**src/rtl/spike_rate_decoder.sv**
```systemverilog
// rtl/spike_rate_decoder.sv - rate-coded spike counter over power-of-two windows plus inter-spike interval tracker
module spike_rate_decoder #(
  parameter int CNT_W = 8,
  parameter int ISI_W = 8
) (
  input  logic             clk,
  input  logic             rst_n,
  input  logic             ena,
  input  logic             spike_in,
  input  logic [2:0]       win_sel,
  input  logic             clear,
  output logic [CNT_W-1:0] rate_out,
  output logic             rate_valid,
  output logic             rate_sat,
  output logic [ISI_W-1:0] isi_out,
  output logic             isi_valid
);

  typedef enum logic {IDLE, COUNT} state_t;

  localparam logic [CNT_W-1:0] SPK_MAX = '1;
  localparam logic [ISI_W-1:0] ISI_MAX = '1;

  state_t           state, state_nxt;
  logic             spike_prev;
  logic             evt;
  logic [7:0]       win_cnt;
  logic [7:0]       win_load;
  logic [CNT_W-1:0] spk_cnt, spk_nxt;
  logic             sat, sat_nxt;
  logic             load, win_end, count_en;
  logic [ISI_W-1:0] isi_cnt, isi_step;
  logic             isi_armed;

  assign evt      = spike_in & ~spike_prev;
  assign win_load = 8'((9'd2 << win_sel) - 9'd1);
  assign isi_step = (isi_cnt == ISI_MAX) ? isi_cnt : isi_cnt + 1'b1;

  always_comb begin
    state_nxt = state;
    load      = 1'b0;
    win_end   = 1'b0;
    count_en  = 1'b0;
    if (clear) begin
      state_nxt = IDLE;
    end else if (ena) begin
      case (state)
        IDLE: begin
          state_nxt = COUNT;
          load      = 1'b1;
        end
        COUNT: begin
          count_en = 1'b1;
          if (win_cnt == 8'd0) begin
            win_end = 1'b1;
            load    = 1'b1;
          end
        end
        default: state_nxt = IDLE;
      endcase
    end
  end

  // Counter value including the current cycle's event, used both for counting and for reporting.
  always_comb begin
    spk_nxt = spk_cnt;
    sat_nxt = sat;
    if (evt) begin
      if (spk_cnt == SPK_MAX) sat_nxt = 1'b1;
      else                    spk_nxt = spk_cnt + 1'b1;
    end
  end

  always_ff @(posedge clk or negedge rst_n) begin
    if (!rst_n) begin
      state      <= IDLE;
      spike_prev <= 1'b0;
      win_cnt    <= '0;
      spk_cnt    <= '0;
      sat        <= 1'b0;
      rate_out   <= '0;
      rate_sat   <= 1'b0;
      rate_valid <= 1'b0;
    end else begin
      state      <= state_nxt;
      spike_prev <= spike_in;
      rate_valid <= win_end;
      if (win_end) begin
        rate_out <= spk_nxt;
        rate_sat <= sat_nxt;
      end
      if (load) begin
        win_cnt <= win_load;
        spk_cnt <= '0;
        sat     <= 1'b0;
      end else if (count_en) begin
        win_cnt <= win_cnt - 8'd1;
        spk_cnt <= spk_nxt;
        sat     <= sat_nxt;
      end
    end
  end

  // Interval tracking ignores window boundaries and FSM state; only ena and clear gate it.
  always_ff @(posedge clk or negedge rst_n) begin
    if (!rst_n) begin
      isi_cnt   <= '0;
      isi_armed <= 1'b0;
      isi_out   <= '0;
      isi_valid <= 1'b0;
    end else begin
      isi_valid <= 1'b0;
      if (clear) begin
        isi_cnt   <= '0;
        isi_armed <= 1'b0;
      end else if (ena) begin
        if (evt) begin
          if (isi_armed) begin
            isi_out   <= isi_step;
            isi_valid <= 1'b1;
          end
          isi_armed <= 1'b1;
          isi_cnt   <= '0;
        end else if (isi_armed) begin
          isi_cnt <= isi_step;
        end
      end
    end
  end

endmodule

```
**config.mk**
```make
export PLATFORM = sky130hd
export DESIGN_NAME = spike_rate_decoder
export DESIGN_NICKNAME = d
export VERILOG_FILES = /design/src/rtl/spike_rate_decoder.sv
export SDC_FILE = /design/constraint.sdc
export NUM_CORES = 1
export LEC_CHECK = 0
export ABC_AREA = 1
export BUFFER_PORTS_ARGS = -buffer_cell sky130_fd_sc_hd__buf_2
export CORE_MARGIN = 3
export CORE_UTILIZATION = 61
export CTS_CLUSTER_SIZE = 24
export DETAILED_ROUTE_END_ITERATION = 10
export GPL_ROUTABILITY_DRIVEN = 0
export PLACE_DENSITY = 0.83
export SETUP_SLACK_MARGIN = 0.02
export SLEW_MARGIN = 20
export SYNTH_ARGS = -nofsm -noshare
export SYNTH_HDL_FRONTEND = slang
export SYNTH_SLANG_ARGS = --single-unit
```
**constraint.sdc**
```tcl
create_clock -name clk -period 3.38 [get_ports clk]
set_input_delay 0.676 -clock clk [delete_from_list [all_inputs] [get_ports clk]]
set_output_delay 0.676 -clock clk [all_outputs]
set_load 0.005 [all_outputs]
```
== Word level (Yosys, flattened, before mapping) ==
Cells that the tools add are included.
W data, S select, Z words.

* Flip-flop bits (word level): 47
* Input port bits: 8
* Output and inout bits: 19
* Word-level logic and storage cells: 65

* Bitwise gates (word level): 4
* Shift operators: 1
* Equality and inequality tests: 2
* Reduce and logical (&&, ||, !) cells: 8
* Add/sub/neg operators: 4
* Multiplexer cells: 34

{| class="wikitable"
|+ Operators with widths
! cell !! count
|-
| $mux W8 || 11
|-
| $mux W1 || 22
|-
| $add A8 B1 Y8 const B || 2
|-
| $eq A8 B8 Y1 const B || 2
|-
| $sub A8 B1 Y8 const B || 2
|-
| $logic_not A8 Y1 || 1
|-
| $shl A2 B3 Y8 const A || 1
|-
| $reduce_bool A2 Y1 || 3
|-
| $reduce_and A2 Y1 || 2
|-
| $reduce_and A4 Y1 || 1
|-
| $not A1 Y1 || 3
|-
| $reduce_bool A3 Y1 || 1
|-
| $pmux W1 S2 || 1
|-
| $and A1 B1 Y1 || 1
|}

== Longest topological paths before layout ==
* Depth in word-level cells: 6
* Mapped depth: 14

== Worst setup path after synthesis ==
OpenSTA, ideal clock, no wires.

* Path kind: in2reg
* Start: input ena
* End: register win_cnt[6]
* Data required time: 3.263 ns
* Arrival time: 1.890 ns
* Buffers on the path: 1
* Path slack: 1.373 ns
* Stages: 13
* Path through: inv_1 nor2_4 buf_2 nand3_1 nand2_1 inv_1 ha_1 nand3_2 nor2_4 nand2_1 nand2_1 nand3_1 nand2_1

* Word-level cells in the longest chain between the ends: 3
* Elaborated cells between the ends (all ways): 6

{| class="wikitable"
|+ Ends and longest elaborated chain
! item !! RTL line !! text
|-
| start: declaration || 8 || <nowiki>input logic ena,</nowiki>
|-
| $mux W1 || 46 || <nowiki>end else if (ena) begin</nowiki>
|-
| $mux W1 || 44 || <nowiki>if (clear) begin</nowiki>
|-
| $mux W8 or $reduce_bool A2 Y1 (tied branches) || -- ||
|-
| end signal: assignment || 93 || <nowiki>win_cnt <= win_load;</nowiki>
|-
| end signal: assignment || 97 || <nowiki>win_cnt <= win_cnt - 8'd1;</nowiki>
|-
| end: declaration || 27 || <nowiki>logic [7:0] win_cnt;</nowiki>
|}

Parallel ways exist; a longest one is shown, timed or not.
A chain may end at the register's enable or synchronous reset.

== Worst setup path after layout ==
* Start: register win_cnt[3]
* End: register win_cnt[6]

* Word-level cells in the longest chain between the ends: 6
* Elaborated cells between the ends (all ways): 9

{| class="wikitable"
|+ Ends and longest elaborated chain
! item !! RTL line !! text
|-
| $logic_not A8 Y1 || 54 || <nowiki>if (win_cnt == 8'd0) begin</nowiki>
|-
| $mux W1 || 54 ||
|-
| $pmux W1 S2 || 47 || <nowiki>case (state)</nowiki>
|-
| $mux W1 || 46 ||
|-
| $mux W1 || 44 ||
|-
| $mux W8 or $reduce_bool A2 Y1 (tied branches) || -- ||
|}

Parallel ways exist; a longest one is shown, timed or not. The select of a mux whose other input is x is not followed.

==> key figures <==
STA
  – Setup ws final: 1.37 ns
  – Skew final: approximately 0.0085 ns
  – Final hold violation count: 0
  – Pins over their slew limit: 0
  – Fin crit period: 2.01 ns
  – RSZ-0062 raised after global routing: no
  – Final period util: 0.594
  – Final hold slack: between 0.3 and 0.4 ns
  – FMAX: 498 MHz
  – Worst Tran Pin Value: between 0.6 and 0.7 ns
  – Setup Total Neg Slack: 0 ns
  – Max-slew headroom: 0.586
  – Endpoints failing setup: 0

Global routing
  – Vias in the first global route: approximately 1,900
  – GR peak layer: met2
  – GR Overflow Total: 0
  – GR Util All Layers: 0.216
  – Met2 Track Usage GR: 0.345
  – Largest net degree at the start of global routing: 48
  – Met3 usage: 0.0569
  – First-pass GRT wire length: approximately 8400 um
  – Met1 Use GR: 0.285
  – Initial antenna violation count: 0

Die
  – Io pins: 27
  – Die footprint: approximately 4800 um^2
  – # rows: 22
  – Die Y: a little under 70 um
  – Initial core utilization: 0.650
  – Die W: a little under 70 um
  – Core area: between 3000 and 4000 um^2

Detailed routing
  – # DRC: 0
  – DR WL/cell: about 13 um
  – Vias/cell: about 5.4
  – Initial DRC Count: about 130
  – Detail Route Antenna Nets: 0
  – Pre-antenna DRT Iters: 4
  – Via count: slightly above 2,000
  – DRT Wirelength: around 4800 um

Clock network
  – CTS hold repair buffers: 0
  – Clock latency on the worst-skew pair: approximately 0.3 ns
  – Setup Buffers After CTS: 0
  – CTS tree: done
  – CTS H-tree depth: 2
  – # clock sinks: 47
  – Clock buffer depth: 2
  – # resized after CTS: 0
  – Cts bufs inserted: 5
  – Clk pin slew, worst setup/hold paths: roughly 0.080 ns
  – Clock tree root buffer cell: clkbuf_8

Layout
  – Fin nets: about 340
  – Non-Filler Instances: approximately 370
  – Area grow syn2layout: 10.8%
  – Fraction of layout cells with a size suffix above 1: 0.169
  – Final core utilization: 0.721
  – Fin area: 2700 um^2
  – Ant diodes: 0

Logic synthesis
  – Number of synthesized flops with an enable pin: 0
  – Top-area cell type share of the netlist area: 0.483
  – Unique masters post-synth: 31
  – Post-synth top cells: 68 x nand2_1, 47 x dfrtp_1, 38 x inv_1
  – YS warnings: 0
  – Yosys reg bits: 47
  – Yosys top cell by area: dfrtp_1
  – Asr flop ratio synth: 1.00
  – Top_reg_cell synth: dfrtp_1
  – Dominant cells by area after synthesis: dfrtp_1 48%, nand2_1 10%, inv_1 5.9%
  – Count leader, synth: nand2_1
  – Mapped Cells: just under 300
  – Seq/Total Area, Yosys: 0.483
  – Cell Area, Synth: about 2400 um^2
  – Syn_area_per_cell: just over 8 um^2
  – Synth Net Count: between 300 and 400

Setup path
  – Worst setup SP type: register
  – CP Capture Type: register
  – Worst EP required: about 3.6 ns
  – Critical path class: reg2reg
  – Crit path DAT: 2.20 ns
  – Max FO, Critical Path: 10

Power
  – PwrDens: 456 nW/um^2
  – Leak: between 1 and 1.5 nW
  – Final total power: approximately 1.2 mW
  – VDD IR-drop max: between 0.0002 and 0.00025 V

Flow run
  – Max Cap Viol: 0

Placement
  – Placement Cell Area: 2590 um^2
  – Placed Cells incl. Taps: about 370
  – DP HPWL: between 3000 and 4000 um
  – Input/output buffers: 26
  – Worst slack, placed: roughly 1.1 ns

Run status
  – Outcome: completed

Worst hold path
  – Worst hold path type: in2async
cell type report:
type / count / area [um^2]
flip-flops and latches: 47 / 1180
multi-input cells: 200 / 1050
fillers: 302 / 1050
inverters: 44 / 165
repair buffers: 27 / 140
clock buffers: 6 / 72.6
well taps: 48 / 60.1
clock inverters: 1 / 30.0
sequential cells by signal, indices dropped and copies added, names as in the netlist:
register    count
isi_out         8
isi_cnt         8
isi_valid       1
isi_armed       1
rate_sat        1
state           1
rate_out        8
sat             1
win_cnt         8
spk_cnt         8
spike_prev      1
rate_valid      1
layout by cell type (no fill, tap or decap), types with 2 or more instances in the layout:
cell type	netlist	final
a21oi_1	6	6
nor3_1	9	9
nor2_2	2	2
buf_4	0	2
clkbuf_8	1	5
nand3_1	25	25
inv_2	6	6
buf_2	2	25
nand2_2	4	4
o21ai_1	12	12
nand2_1	68	68
xor2_1	9	9
dfrtp_1	47	47
o21ai_0	18	18
nor2_4	3	3
o22ai_1	11	11
ha_1	3	3
nand3_2	3	3
nor2_1	15	15
inv_1	38	38
o21bai_1	3	3
kinds of logic (layout without fill, tap and decap cells):
logic type | count (synthesis) | count (layout) | share of synthesized area
AO/OA/AOI/OAI | 53 | 53 | 0.126
XOR/XNOR | 9 | 9 | 0.0324
adder cells (fa/ha/maj) | 3 | 3 | 0.0154
buffers and inverters | 49 | 78 | 0.0838
flip-flops | 47 | 47 | 0.483
AND/OR/NAND/NOR | 135 | 135 | 0.259
metal layers:
layer / vias to the layer above / wire length [um]
met4: 0 / 68
met5: - / 0
li1: 1020 / -
met2: 49 / 2210
met1: 949 / 2250
met3: 9 / 235
report_power, final:
group	leakage, nW	switching, mW	internal [mW]	total (mW)
Combinational	0.625	0.137	0.0725	0.209
Sequential	0.632	0.0300	0.600	0.630
Clock	0.0513	0.174	0.217	0.391
path summary, 6_finish.rpt:
path	startpoint	to	slack [ns]	cells past startpoint
min in group clk	rate_out[7]	rate_out[7]	0.49	2
worst max-delay path	win_cnt[3]	win_cnt[6]	1.37	13
worst max register to register	win_cnt[3]	win_cnt[6]	1.37	13
worst min register to register	rate_out[7]	rate_out[7]	0.49	2
worst min-delay path	rst_n	isi_out[0]	0.37	1
max in group asynchronous	rst_n	spk_cnt[0]	2.60	1
critical path, stage by stage (launching register included):
cell and delay (ns):
dfrtp_1 0.40, nor2_1 0.13, nand2_2 0.09, o21ai_4 0.28
nand2_4 0.14, nand2_1 0.12, nand2_1 0.06, inv_1 0.05
ha_1 0.18, nand3_2 0.13, nor2_4 0.14, nand3_1 0.07
nand3_1 0.08, nand2_1 0.05
No activity file was read; power rests on OpenSTA's default activity.
